--- src/rtl/synth_audio_pkg.sv ---
// ----------------------------------------------------------------------------
// synth_audio_pkg
// Shared constants for the synth_engine audio output path (clock generator and
// I2S serializer).
//   FRAME_BCLKS : BCLK periods per stereo frame
//   CH_BCLKS    : BCLK periods per channel (one LRCK half)
//   XFER_BIT    : bit_cnt value at which a new sample pair becomes active
//   stereo_t    : stereo pair at the default 24-bit width. Modules with a
//                 SAMPLE_W parameter declare the same layout at their own width.
// ----------------------------------------------------------------------------
package synth_audio_pkg;

    localparam int FRAME_BCLKS  = 64;
    localparam int CH_BCLKS     = 32;
    localparam int XFER_BIT     = 16;
    localparam int BIT_CNT_W    = $clog2(FRAME_BCLKS);
    localparam int SAMPLE_W_DEF = 24;

    typedef struct packed {
        logic signed [SAMPLE_W_DEF-1:0] left;
        logic signed [SAMPLE_W_DEF-1:0] right;
    } stereo_t;

endpackage

--- src/rtl/audio_i2s_clkgen_if.sv ---
// ----------------------------------------------------------------------------
// audio_i2s_clkgen_if
// Sample handshake between the voice mixer (master) and audio_i2s_clkgen
// (slave).
//   i_valid      : sample pair valid (held by the producer until o_ready)
//   i_lsample    : left sample, signed
//   i_rsample    : right sample, signed
//   o_ready      : clkgen pending buffer is empty
//   o_sample_req : one-clk pulse per frame asking for the next pair
// ----------------------------------------------------------------------------
interface audio_i2s_clkgen_if #(
    parameter int SAMPLE_W = 24
);
    logic                       i_valid;
    logic signed [SAMPLE_W-1:0] i_lsample;
    logic signed [SAMPLE_W-1:0] i_rsample;
    logic                       o_ready;
    logic                       o_sample_req;

    modport master (
        output i_valid, i_lsample, i_rsample,
        input  o_ready, o_sample_req
    );

    modport slave (
        input  i_valid, i_lsample, i_rsample,
        output o_ready, o_sample_req
    );
endinterface

--- src/rtl/audio_bclk_div.sv ---
// ----------------------------------------------------------------------------
// audio_bclk_div
// Divides the audio master clock into the I2S bit clock and frame clock and
// marks the per-frame sample transfer point.
//   clk         : audio master clock
//   reset_reg_N : async active-low reset
//   bclk        : bit clock, BCLK_DIV clks per period, 50% duty
//   lrck        : frame clock, 0 = left half, 1 = right half
//   xfer_stb    : one-clk strobe, high in the cycle before bit_cnt becomes
//                 XFER_BIT, so the consumer's registers update on that edge
// ----------------------------------------------------------------------------
module audio_bclk_div
    import synth_audio_pkg::*;
#(
    parameter int BCLK_DIV = 4
) (
    input  logic clk,
    input  logic reset_reg_N,
    output logic bclk,
    output logic lrck,
    output logic xfer_stb
);
    localparam int DIV_W = $clog2(BCLK_DIV);
    localparam logic [DIV_W-1:0] DIV_LAST = DIV_W'(BCLK_DIV - 1);
    localparam logic [DIV_W-1:0] DIV_HALF = DIV_W'(BCLK_DIV / 2);

    logic [DIV_W-1:0]     div_cnt, div_nxt;
    logic [BIT_CNT_W-1:0] bit_cnt, bit_nxt;
    logic                 wrap;

    // NOTE: every always_comb output gets a default before any condition,
    // otherwise an unassigned path infers a latch.
    always_comb begin
        wrap    = (div_cnt == DIV_LAST);
        div_nxt = div_cnt + 1'b1;
        bit_nxt = bit_cnt;
        if (wrap) begin
            div_nxt = '0;
            bit_nxt = bit_cnt + 1'b1;
        end
    end

    assign xfer_stb = wrap && (bit_cnt == BIT_CNT_W'(XFER_BIT - 1));

    // BCLK and LRCK are decoded from the next-state counters so both edges
    // line up with div_cnt wrapping: BCLK falls and LRCK moves on the same clk.
    // NOTE: state registers use non-blocking assignments so every register
    // samples pre-edge values regardless of statement order.
    always_ff @(posedge clk or negedge reset_reg_N) begin
        if (!reset_reg_N) begin
            div_cnt <= '0;
            bit_cnt <= '0;
            bclk    <= 1'b0;
            lrck    <= 1'b0;
        end else begin
            div_cnt <= div_nxt;
            bit_cnt <= bit_nxt;
            bclk    <= (div_nxt >= DIV_HALF);
            lrck    <= bit_nxt[BIT_CNT_W-1];
        end
    end
endmodule

--- src/rtl/audio_i2s_clkgen.sv ---
// ----------------------------------------------------------------------------
// audio_i2s_clkgen
// I2S clock generator and stereo sample double-buffer feeding the serializer.
//   clk            : audio master clock
//   reset_reg_N    : async active-low reset
//   bus            : slave side of the sample handshake (audio_i2s_clkgen_if)
//   oAUD_BCLK      : I2S bit clock
//   oAUD_DACLRCK   : frame clock, 0 = left, 1 = right
//   o_lsound_out   : active left word, changes only at the transfer point
//   o_rsound_out   : active right word, changes only at the transfer point
//   o_underrun_cnt : saturating count of frames with no pending pair
// Build option: define AUDIO_UNDERRUN_MUTE_EN to zero both active words on an
// underrun; by default the last active pair is repeated.
// ----------------------------------------------------------------------------
module audio_i2s_clkgen
    import synth_audio_pkg::*;
#(
    parameter int BCLK_DIV   = 4,
    parameter int SAMPLE_W   = 24,
    parameter int UNDERRUN_W = 16
) (
    input  logic                       clk,
    input  logic                       reset_reg_N,
    audio_i2s_clkgen_if.slave          bus,
    output logic                       oAUD_BCLK,
    output logic                       oAUD_DACLRCK,
    output logic signed [SAMPLE_W-1:0] o_lsound_out,
    output logic signed [SAMPLE_W-1:0] o_rsound_out,
    output logic [UNDERRUN_W-1:0]      o_underrun_cnt
);
    typedef struct packed {
        logic signed [SAMPLE_W-1:0] left;
        logic signed [SAMPLE_W-1:0] right;
    } pair_t;

    pair_t pending, active;
    logic  pending_full;
    logic  sample_req;
    logic  xfer_stb;
    logic  accept;

    audio_bclk_div #(.BCLK_DIV(BCLK_DIV)) u_bclk_div (
        .clk         (clk),
        .reset_reg_N (reset_reg_N),
        .bclk        (oAUD_BCLK),
        .lrck        (oAUD_DACLRCK),
        .xfer_stb    (xfer_stb)
    );

    assign accept           = bus.i_valid && !pending_full;
    assign bus.o_ready      = !pending_full;
    assign bus.o_sample_req = sample_req;
    assign o_lsound_out     = active.left;
    assign o_rsound_out     = active.right;

    // Accept and transfer never collide on a full buffer: accept needs it
    // empty, transfer only drains it when full. An accept during an underrun
    // transfer therefore lands in pending for the next frame.
    // NOTE: the sample buffers are reset along with the control state so the
    // serializer sees silence, not stale data, until the first real pair.
    always_ff @(posedge clk or negedge reset_reg_N) begin
        if (!reset_reg_N) begin
            pending        <= '0;
            active         <= '0;
            pending_full   <= 1'b0;
            sample_req     <= 1'b0;
            o_underrun_cnt <= '0;
        end else begin
            sample_req <= xfer_stb;

            if (accept) begin
                pending.left  <= bus.i_lsample;
                pending.right <= bus.i_rsample;
            end

            if (xfer_stb && pending_full) begin
                active       <= pending;
                pending_full <= 1'b0;
            end else begin
                if (accept) begin
                    pending_full <= 1'b1;
                end
                if (xfer_stb) begin
                    if (o_underrun_cnt != '1) begin
                        o_underrun_cnt <= o_underrun_cnt + 1'b1;
                    end
`ifdef AUDIO_UNDERRUN_MUTE_EN
                    active <= '0;
`endif
                end
            end
        end
    end
endmodule

--- src/flat_wrapper.sv ---
// flat-port wrapper written by rule: the top's interface ports become plain ports
module audio_i2s_clkgen_flat import synth_audio_pkg::*;
#(
    parameter int BCLK_DIV   = 4,
    parameter int SAMPLE_W   = 24,
    parameter int UNDERRUN_W = 16
)
  (clk, reset_reg_N, oAUD_BCLK, oAUD_DACLRCK, o_lsound_out, o_rsound_out, o_underrun_cnt, bus_i_valid, bus_i_lsample, bus_i_rsample, bus_o_ready, bus_o_sample_req);
  audio_i2s_clkgen_if #(.SAMPLE_W(SAMPLE_W)) bus_i ();
  input  logic clk;
  input  logic reset_reg_N;
  output logic oAUD_BCLK;
  output logic oAUD_DACLRCK;
  output logic signed [SAMPLE_W-1:0] o_lsound_out;
  output logic signed [SAMPLE_W-1:0] o_rsound_out;
  output logic [UNDERRUN_W-1:0] o_underrun_cnt;
  input wire logic [$bits(bus_i.i_valid)-1:0] bus_i_valid;
  input wire logic [$bits(bus_i.i_lsample)-1:0] bus_i_lsample;
  input wire logic [$bits(bus_i.i_rsample)-1:0] bus_i_rsample;
  output wire logic [$bits(bus_i.o_ready)-1:0] bus_o_ready;
  output wire logic [$bits(bus_i.o_sample_req)-1:0] bus_o_sample_req;
  assign bus_i.i_valid = bus_i_valid;
  assign bus_i.i_lsample = bus_i_lsample;
  assign bus_i.i_rsample = bus_i_rsample;
  assign bus_o_ready = bus_i.o_ready;
  assign bus_o_sample_req = bus_i.o_sample_req;
  audio_i2s_clkgen #(.BCLK_DIV(BCLK_DIV), .SAMPLE_W(SAMPLE_W), .UNDERRUN_W(UNDERRUN_W)) u_core (.clk(clk), .reset_reg_N(reset_reg_N), .bus(bus_i), .oAUD_BCLK(oAUD_BCLK), .oAUD_DACLRCK(oAUD_DACLRCK), .o_lsound_out(o_lsound_out), .o_rsound_out(o_rsound_out), .o_underrun_cnt(o_underrun_cnt));
endmodule
--- config.mk ---
export PLATFORM = sky130hd
export DESIGN_NAME = audio_i2s_clkgen_flat
export DESIGN_NICKNAME = d
export VERILOG_FILES = /design/src/rtl/synth_audio_pkg.sv /design/src/rtl/audio_i2s_clkgen_if.sv /design/src/rtl/audio_bclk_div.sv /design/src/rtl/audio_i2s_clkgen.sv /design/src/flat_wrapper.sv
export SDC_FILE = /design/constraint.sdc
export NUM_CORES = 1
export LEC_CHECK = 0
export ABC_AREA = 1
export CAP_MARGIN = 20
export CORE_UTILIZATION = 37
export CTS_BUF_LIST = sky130_fd_sc_hd__clkbuf_8 sky130_fd_sc_hd__clkbuf_16
export DETAILED_ROUTE_END_ITERATION = 10
export SYNTH_ARGS = -nofsm -noshare
export SYNTH_HDL_FRONTEND = slang
export SYNTH_HIERARCHICAL = 1
export SYNTH_SLANG_ARGS = --single-unit
export TNS_END_PERCENT = 10
--- constraint.sdc ---
create_clock -name clk -period 2.1 [get_ports clk]
set_clock_uncertainty 0.05 [all_clocks]
set_input_delay 0.42 -clock clk [delete_from_list [all_inputs] [get_ports clk]]
set_output_delay 0.42 -clock clk [all_outputs]
set_load 0.1 [all_outputs]
# Word-level counts from Yosys, hierarchy flattened
# Index checks and enable logic that the tools add are counted.
# Widths: inputs -> output; s select.
totals:
  output_inout_bits: 68
  mem_count: 0
  wordCells: 28
  mem_bits_rw: 0
  inputBits: 51
  regBits: 123
  rom_bits: 0
  latch_bits: 0
op_classes:
  bitwise_logic: 1
  multipliers: 0
  n_addsub: 3
  div_mod_pow: 0
  magnitude_cmp: 1
  shift: 0
  mux: 3
  reduce_logical: 6
  n_eq_ne: 3
op_table:
  columns: ["op", "count"]
  rows:
  - ["$add 16x1->16 const B", 1]
  - ["$ne 16x16->1 const B", 1]
  - ["$add 6x1->6 const B", 1]
  - ["$eq 6x4->1 const B", 1]
  - ["$logic_and 1x1->1", 3]
  - ["$reduce_and 3->1", 1]
  - ["$add 2x1->2 const B", 1]
  - ["$eq 2x2->1 const B", 1]
  - ["$ge 2x2->1 const B", 1]
  - ["$mux 1", 2]
  - ["$mux 2", 1]
  - ["$reduce_bool 2->1", 1]
  - ["$logic_not 1->1", 1]
  - ["$not 1->1", 1]

# Longest topological paths before layout
# Gate-level depths: netlist of the first run.
logic_depth:
  ltp_word: 5
  depth_mapped: 10
  ltp_nobuf: 10

# Modules after synthesis
# The synthesis of the first run kept the hierarchy.
by_module_without_submodules:
  columns: ["mod", "cells_each", "seq_area_each_um2", "n_inst", "area_each_um2"]
  rows:
  - ["audio_i2s_clkgen", 509, 2852.7, 1, 4598.2]
  - ["audio_bclk_div", 31, 200.2, 1, 341.6]

# Least setup slack after synthesis of the first run
# OpenSTA, ideal clock, no wires.
synth_path:
  kind: "register to register"
  startpoint: "reg u_core/u_bclk_div/bclk (netlist name)"
  endpoint: "reg u_core.o_underrun_cnt[9]"
  stages_incl_launch_ff: 11
  path_buffers: 0
  required_time_ns: 1.928
  period_less_slack_ns: 2.700
  setup_time_ns: 0.122
  t_arrival_ns: 2.528
  path_slack_ns: -0.600
  path_cell_list: "dfrtp_1 > ha_1 > nand4_1 > nor3_1 > nand2_1 > inv_1 > nand2_1 > nor2_4 > nand3_1 > nand2_1 > nand2_1"
synth_rtl:
  columns: ["element", "line", "rtl"]
  rows:
  - ["to (signal assigned)", "audio_i2s_clkgen.sv:85", "o_underrun_cnt <= o_underrun_cnt + 1'b1;"]
  - ["to (decl)", "audio_i2s_clkgen.sv:29", "output logic [UNDERRUN_W-1:0] o_underrun_cnt"]

==> impl_metrics.py, run 1 <==
metrics = {
    "worst_setup_path": {
        "critPathTopFamily": "simple AND/OR/NAND/NOR gates",
        "crit_type": "flip-flop to flip-flop",
        "start_kind": "flip-flop",
        "critical_path.max_stage_delay_ns": 0.43,
        "kind_of_capture_point_of_the_worst_setup_path": "flip-flop",
        "worstPathRequired_ns": 2.35,
        "worstPathMaxFanout": 6,
        "worstPathBufferInverterCount": 0,
        "reg2reg_slack_ns": 0.19,
        "path_cells": "ha_4 -> nand4_1 -> nor3_2 -> nand2_1 -> nor2_1 -> nand2_1 -> nor2_1 -> nand3_1 -> nand2_1 -> nand2_1",
        "crit_path_frequent_cell": "sky130_fd_sc_hd__nand2_1",
        "critical_path.slowest_cell": "sky130_fd_sc_hd__dfrtp_4",
        "critPathArrivalTime_ns": 2.17,
    },
    "logic_synthesis": {
        "synth_largest_area_cell": "sky130_fd_sc_hd__dfrtp_1",
        "synthesis.instances": 540,
        "synth.cell_area_um2": 4940,
        "ys_ff_latch": 122,
        "synth_nets": 594,
        "synth_area_per_cell_um2": 9.15,
        "synth.distinct_cells": 23,
        "synth.area.top_cells": "sky130_fd_sc_hd__dfrtp_1, sky130_fd_sc_hd__nand2_1, sky130_fd_sc_hd__inv_1",
        "synth_largest_type_area_fraction_pct": 61.8,
        "yosys.cell_count.top_type": "sky130_fd_sc_hd__dfrtp_1",
        "synth-seq-area-share_pct": 61.8,
        "ys_async_sr_fraction_pct": 100,
        "synth_warnings": 6,
        "synth-edff-count": 0,
        "dominantRegCellSynth": "sky130_fd_sc_hd__dfrtp_1",
        "synth.cells.most_frequent": "sky130_fd_sc_hd__dfrtp_1, sky130_fd_sc_hd__nand2_1, sky130_fd_sc_hd__inv_1, sky130_fd_sc_hd__nor2_1, sky130_fd_sc_hd__o21ai_0",
    },
    "pwr": {
        "vdd.ir_drop.worst_mv": 0.434,
        "netSwitchingPower_mw": 1.08,
        "leakagePower_nw": 3.54,
        "comb_power_share_pct": 2.8,
        "power_density_nw_per_um2": 798,
        "power_switching_share_pct": 19.6,
        "clkPwrFrac_pct": 54.6,
        "internal_power_mw": 4.44,
        "sequentialPowerShare_pct": 42.6,
    },
    "min_path": {
        "class_of_the_worst_hold_path": "flip-flop to flip-flop",
    },
    "sta": {
        "final.min_clock_period_ns": 1.91,
        "max_freq_mhz": 523,
        "report.final.setup_viol": 0,
        "slew_headroom_pct": 58.9,
        "timing.final.hold_violations": 0,
        "layout_worst_path_cycle_share_pct": 91.1,
        "maxSlewViolCount": 0,
        "worst_pin_slew_ns": 0.616,
        "timing.setup.tns_ns": 0,
        "rsz0062_at_grt": "false",
    },
    "floorplanning": {
        "dieWidth_um": 118,
        "initial_utilization_pct": 38.5,
        "core_area_um2": 12800,
        "die_area_um2": 13800,
        "ioPinCount": 119,
        "die_h_um": 118,
        "core.rowCount": 41,
    },
    "global_route": {
        "grt-ovfl-total": 0,
        "antenna_found_initial": 0,
        "grt_util_all_layers_pct": 17.2,
        "grt_pass1_vias": 3891,
        "grt_first_pass_wirelength_um": 18700,
        "pin_count_of_the_biggest_net_entering_global_routing": 57,
    },
    "clock_network": {
        "ctsHtreeMaxLevel": 4,
        "cts_hold_repair.buffers": 1,
        "clk_path_buf_depth": 2,
        "cts_repair_resize_count": 0,
        "clk_pin_slew_ns": 0.05,
        "worst_skew_pair.late_latency_ns": 0.41,
        "clock_tree_root_driver_cell": "sky130_fd_sc_hd__clkbuf_16",
        "cts_num_sinks": 122,
        "tritoncts_clock_tree": "yes",
        "cts-buffers-inserted": 17,
        "cts_post_setup_buffers_inserted": 0,
    },
    "cells_and_area": {
        "n_fill_cell": 1183,
        "post_route_cells_drive_above_1_share_pct": 18.8,
        "design_area_um2": 6920,
        "antenna_cells": 0,
        "area_growth_pct": 40.0,
        "layout.nets": 721,
    },
    "place": {
        "portBuffers": 118,
        "gp_congestion": 0.800,
        "dpl.hpwl_um": 7690,
        "dpl_cell_area_um2": 6290,
    },
    "route": {
        "drt_iter0_markers": 284,
        "ant_nets": 0,
        "vias_per_cell": 4.59,
        "post-route-drc-count": 0,
        "drt-pass1-iter-count": 4,
        "wirelength_um": 11000,
        "routed-via-count": 3912,
        "wl_per_cell_um": 12.9,
    },
    "outcome": {
        "status": "finished, final reports clean",
    },
    "run": {
        "max-cap-violations": 0,
    },
}
==> worst reg2reg max path, delay by kind of cell, from the launching register on <==
| kind | cells | cell delay, ns |
|---|---|---|
| fa+ha+maj | 1 | 0.18 |
| flops | 1 | 0.43 |
| simple gates | 9 | 1.15 |
==> power by group through the flow <==
stage | clock (mW) | sequential [mW] | combinational (mW)
3_3_place_gp | 0 | 2.39 | 0.156
3_5_place_dp | 0 | 2.39 | 0.158
6_report | 3.01 | 2.35 | 0.154
2_1_floorplan | 0 | 2.39 | 0.000486
4_1_cts | 3.09 | 2.35 | 0.160
5_1_grt | 3.20 | 2.35 | 0.169
==> cells in the final DEF (no fill, tap or decap) <==
cell type                         instances
sky130_fd_sc_hd__a21oi_1                 48
sky130_fd_sc_hd__buf_12                   9
sky130_fd_sc_hd__buf_4                   69
sky130_fd_sc_hd__bufinv_16                4
sky130_fd_sc_hd__clkbuf_16               17
sky130_fd_sc_hd__clkbuf_8                 1
sky130_fd_sc_hd__clkdlybuf4s50_1         49
sky130_fd_sc_hd__clkinv_2                 2
sky130_fd_sc_hd__clkinv_4                 2
sky130_fd_sc_hd__clkinvlp_4               3
sky130_fd_sc_hd__dfrtp_1                121
sky130_fd_sc_hd__dfrtp_4                  1
sky130_fd_sc_hd__dlygate4sd3_1            1
sky130_fd_sc_hd__ha_1                     2
sky130_fd_sc_hd__ha_4                     1
sky130_fd_sc_hd__inv_1                   73
sky130_fd_sc_hd__inv_2                    3
sky130_fd_sc_hd__mux2_2                   1
sky130_fd_sc_hd__nand2_1                113
sky130_fd_sc_hd__nand2_2                  3
sky130_fd_sc_hd__nand2_4                  2
sky130_fd_sc_hd__nand2_8                  1
sky130_fd_sc_hd__nand3_1                 11
sky130_fd_sc_hd__nand3b_1                 1
sky130_fd_sc_hd__nand4_1                 10
sky130_fd_sc_hd__nor2_1                  62
sky130_fd_sc_hd__nor2_2                   4
sky130_fd_sc_hd__nor2_4                   2
sky130_fd_sc_hd__nor3_1                   1
sky130_fd_sc_hd__nor3_2                   1
sky130_fd_sc_hd__o21ai_0                 53
sky130_fd_sc_hd__o21ai_2                  2
sky130_fd_sc_hd__xnor2_1                  3
sky130_fd_sc_hd__xor2_1                   4
==> cell families (layout without fill, tap and decap cells) <==
| logic type | after synthesis | count (layout) | share of synthesized area [%] |
|---|---|---|---|
| flops | 122 | 122 | 61.8 |
| buf+inv | 93 | 233 | 7.35 |
| xor+xnor | 7 | 7 | 1.24 |
| mux | 1 | 1 | 0.228 |
| simple gates | 211 | 211 | 18.0 |
| compound gates | 103 | 103 | 10.6 |
| fa+ha+maj | 3 | 3 | 0.760 |
==> metrics by stage <==
step / cells / utilization (%) / hold slack (ns) / power [mW] / setup WS [ns]
after floorplan: 540 / - / 0.0744 / 2.39 / 0.00723
after global placement: 819 / 49.0 / 0.409 / 2.55 / 0.267
after detailed placement: 819 / 49.0 / 0.414 / 2.55 / 0.189
after CTS: 852 / 53.9 / 0.422 / 5.60 / 0.183
after global routing: 852 / 53.9 / 0.464 / 5.72 / 0.00635
final: 852 / 53.9 / 0.422 / 5.52 / 0.187
==> flip-flops by register name (all words and copies together) (netlist names) <==
signal,count
u_core/o_underrun_cnt,16
u_core/bus.o_sample_req,1
u_core/u_bclk_div/div_cnt,1
u_core/pending_full,1
u_core/o_rsound_out,24
u_core/pending,48
u_core/o_lsound_out,24
u_core/u_bclk_div/bclk,1
u_core/u_bclk_div/bit_cnt,6
==> path summary, 6_finish.rpt <==
check | from | end | cells after the start
max | u_core/u_bclk_div/bclk | u_core/o_underrun_cnt[14] | 10
min | u_core/u_bclk_div/div_cnt[0] | u_core/u_bclk_div/div_cnt[0] | 1
max in group asynchronous | reset_reg_N | u_core/o_underrun_cnt[15] | 3
min in group asynchronous | reset_reg_N | u_core/o_rsound_out[22] | 2
min reg2reg | u_core/u_bclk_div/div_cnt[0] | u_core/u_bclk_div/div_cnt[0] | 1
max reg2reg | u_core/u_bclk_div/bclk | u_core/o_underrun_cnt[14] | 10
==> final cells by class <==
type                       instances  area [µm²]  area share, %
clock buffer                      18         439           6.35
clock inverter                    14         181           2.62
inverter                          73         274           3.96
multi-input combinational        325        1550           22.4
sequential                       122        3060           44.2
tap                              172         215           3.11
timing repair buffer             128        1200           17.3
==> routing by layer <==
| layer | GRT usage (%) | up-vias | share of wire, % |
|---|---|---|---|
| met1 | 21.5 | 1852 | 46 |
| li1 | - | 1951 | - |
| met3 | 4.51 | 17 | 4.5 |
| met2 | 27.9 | 92 | 48 |
| met5 | 0 | - | 0 |
| met4 | 7.93 | 0 | 1.9 |
(Power assumes the default switching activity.)
==> run 2: changes to the inputs <==
Settings changed: DONT_BUFFER_PORTS set to 1, SYNTH_HIERARCHICAL 1 to unset.
==> impl_metrics.py, run 2 <==
metrics = {
    "cells_and_area": {
        "post_route_cells_drive_above_1_share_pct": 27.8,
        "multiInputGateArea_um2": 1770,
        "utilization_pct": 47.0,
        "layout.cells.most_common": "sky130_fd_sc_hd__nand2_1",
        "largest_register": "u_core.pending",
        "ff_latch_area_um2": 3060,
        "largest_register_ffs": 48,
        "antenna_cells": 0,
        "n_fill_cell": 1308,
        "highest_count_cells_in_the_layout_ignoring_fill_and_taps": "sky130_fd_sc_hd__nand2_1, sky130_fd_sc_hd__dfrtp_1, sky130_fd_sc_hd__buf_4",
        "area_growth_pct": 24.5,
        "design_area_um2": 6500,
        "layout.nets": 660,
        "final-instance-count-excl-fill": 799,
    },
    "clock_network": {
        "clk_path_buf_depth": 2,
        "cts-buffers-inserted": 17,
        "cts_post_setup_buffers_inserted": 0,
        "cts_num_sinks": 122,
        "clock_tree_root_driver_cell": "sky130_fd_sc_hd__clkbuf_16",
        "cts_repair_resize_count": 0,
        "clk_pin_slew_ns": 0.06,
        "tritoncts_clock_tree": "yes",
        "ctsHtreeMaxLevel": 4,
        "worst_skew_pair.late_latency_ns": 0.41,
    },
    "sta": {
        "layout_worst_path_cycle_share_pct": 87.5,
        "slew_headroom_pct": 67.0,
        "report.final.setup_viol": 0,
        "final.hold.worst_slack_ns": -0.346,
        "worst_pin_slew_ns": 0.495,
        "rsz0062_at_grt": "false",
        "timing.setup.tns_ns": 0,
        "max_freq_mhz": 544,
        "timing.final.hold_violations": 122,
        "fin_ws_ns": 0.263,
        "maxSlewViolCount": 0,
        "final.min_clock_period_ns": 1.84,
    },
    "floorplanning": {
        "core_area_um2": 13800,
        "die_h_um": 121,
        "core.rowCount": 43,
        "initial_utilization_pct": 37.8,
        "die_area_um2": 14600,
        "dieWidth_um": 121,
        "ioPinCount": 119,
    },
    "run": {
        "max-cap-violations": 0,
    },
    "place": {
        "cell_total_after_placement": 767,
        "dpl.hpwl_um": 7540,
        "portBuffers": 0,
        "dpl_cell_area_um2": 5880,
        "preCtsSetupSlack_ns": 0.274,
        "gp_congestion": 0.811,
    },
    "worst_setup_path": {
        "crit_type": "flip-flop to flip-flop",
        "kind_of_capture_point_of_the_worst_setup_path": "flip-flop",
        "start_kind": "flip-flop",
        "critPathArrivalTime_ns": 2.08,
        "worstPathMaxFanout": 12,
        "worstPathRequired_ns": 2.34,
    },
    "logic_synthesis": {
        "synth_nets": 588,
        "synth_area_per_cell_um2": 9.78,
        "synthesis.instances": 534,
        "synth.area.top_cells": "sky130_fd_sc_hd__dfrtp_1, sky130_fd_sc_hd__nand2_1, sky130_fd_sc_hd__o21ai_2",
        "synth.cell_area_um2": 5220,
        "synth-seq-area-share_pct": 58.5,
        "ys_ff_latch": 122,
        "synth.distinct_cells": 26,
        "synth-edff-count": 0,
        "synth_warnings": 0,
        "dominantRegCellSynth": "sky130_fd_sc_hd__dfrtp_1",
        "yosys.cell_count.top_type": "sky130_fd_sc_hd__dfrtp_1",
        "synth_largest_area_cell": "sky130_fd_sc_hd__dfrtp_1",
        "synth.cells.most_frequent": "sky130_fd_sc_hd__dfrtp_1, sky130_fd_sc_hd__nand2_1, sky130_fd_sc_hd__nor2_1, sky130_fd_sc_hd__inv_1, sky130_fd_sc_hd__o21ai_2",
        "synth_largest_type_area_fraction_pct": 58.5,
        "ys_async_sr_fraction_pct": 100,
    },
    "outcome": {
        "status": "complete, but fails checks",
        "violations": "hold timing",
    },
    "pwr": {
        "vdd.ir_drop.worst_mv": 0.515,
        "leakagePower_nw": 3.36,
        "design_power_total_mw": 5.70,
        "power_density_nw_per_um2": 876,
    },
    "global_route": {
        "grt_first_pass_wirelength_um": 18000,
        "pin_count_of_the_biggest_net_entering_global_routing": 123,
        "grt_pass1_vias": 3620,
        "antenna_found_initial": 1,
        "grt-ovfl-total": 0,
        "grt_util_all_layers_pct": 16.1,
    },
    "route": {
        "routed-via-count": 3699,
        "drt_iter0_markers": 162,
        "post-route-drc-count": 0,
        "wl_per_cell_um": 13.7,
        "wirelength_um": 10900,
        "drt-pass1-iter-count": 4,
        "ant_nets": 0,
        "vias_per_cell": 4.63,
    },
    "min_path": {
        "class_of_the_worst_hold_path": "input port to async pin",
    },
}
## run 2: kinds of logic after synthesis
logic type / after synthesis / synth area share [%]
flops: 122 / 58.5
mux: 6 / 1.29
buf+inv: 81 / 7.79
compound gates: 93 / 12.4
simple gates: 219 / 17.7
fa+ha+maj: 3 / 0.719
xor+xnor: 10 / 1.68
## run 2: worst paths after layout
| kind | slack (ns) | endpoint | depth (start not counted) | start |
|---|---|---|---|---|
| worst max-delay path | 0.26 | u_core.o_underrun_cnt[0] | 8 | u_core.u_bclk_div.bclk |
| worst min-delay path | -0.35 | u_core.o_underrun_cnt[14] | 0 | reset_reg_N |
| worst max register to register | 0.26 | u_core.o_underrun_cnt[0] | 8 | u_core.u_bclk_div.bclk |
| worst min register to register | 0.37 | u_core.u_bclk_div.div_cnt[0] | 1 | u_core.u_bclk_div.div_cnt[0] |
| max in group asynchronous | 2.16 | u_core.pending[38] | 0 | reset_reg_N |
| min in group clk | 0.07 | u_core.pending_full | 2 | bus_i_valid |
## run 2: report_power, final
group / switching (mW) / internal [mW]
Combinational: 0.0957 / 0.0510
Clock: 0.992 / 2.07
Sequential: 0.0311 / 2.46
Total: 1.12 / 4.58
## run 2: final cells by class
class / instances / area share (%)
clock buffer: 17 / 6.54
timing repair buffer: 74 / 9.31
tap: 180 / 3.46
sequential: 122 / 47.0
inverter: 60 / 3.50
multi-input combinational: 331 / 27.2
clock inverter: 15 / 2.98
## run 2: critical path, stage by stage, from the launching register on
cell and delay [ns]:
sky130_fd_sc_hd__dfrtp_2 0.36, sky130_fd_sc_hd__ha_1 0.27, sky130_fd_sc_hd__nand2_2 0.12, sky130_fd_sc_hd__nor2_4 0.13
sky130_fd_sc_hd__nand3_2 0.11, sky130_fd_sc_hd__nor2_4 0.35, sky130_fd_sc_hd__inv_2 0.18, sky130_fd_sc_hd__nand2_1 0.10
sky130_fd_sc_hd__nand2_1 0.06
## run 2: layer usage
layer,vias up,part of all wire (%),global-route usage [%],routed length (µm)
li1,1833,-,-,-
met1,1755,43,19.4,4700
met2,91,49,26.1,5410
met3,18,5.6,5.09,613
met4,2,1.8,7.87,198
met5,-,0.12,0,13
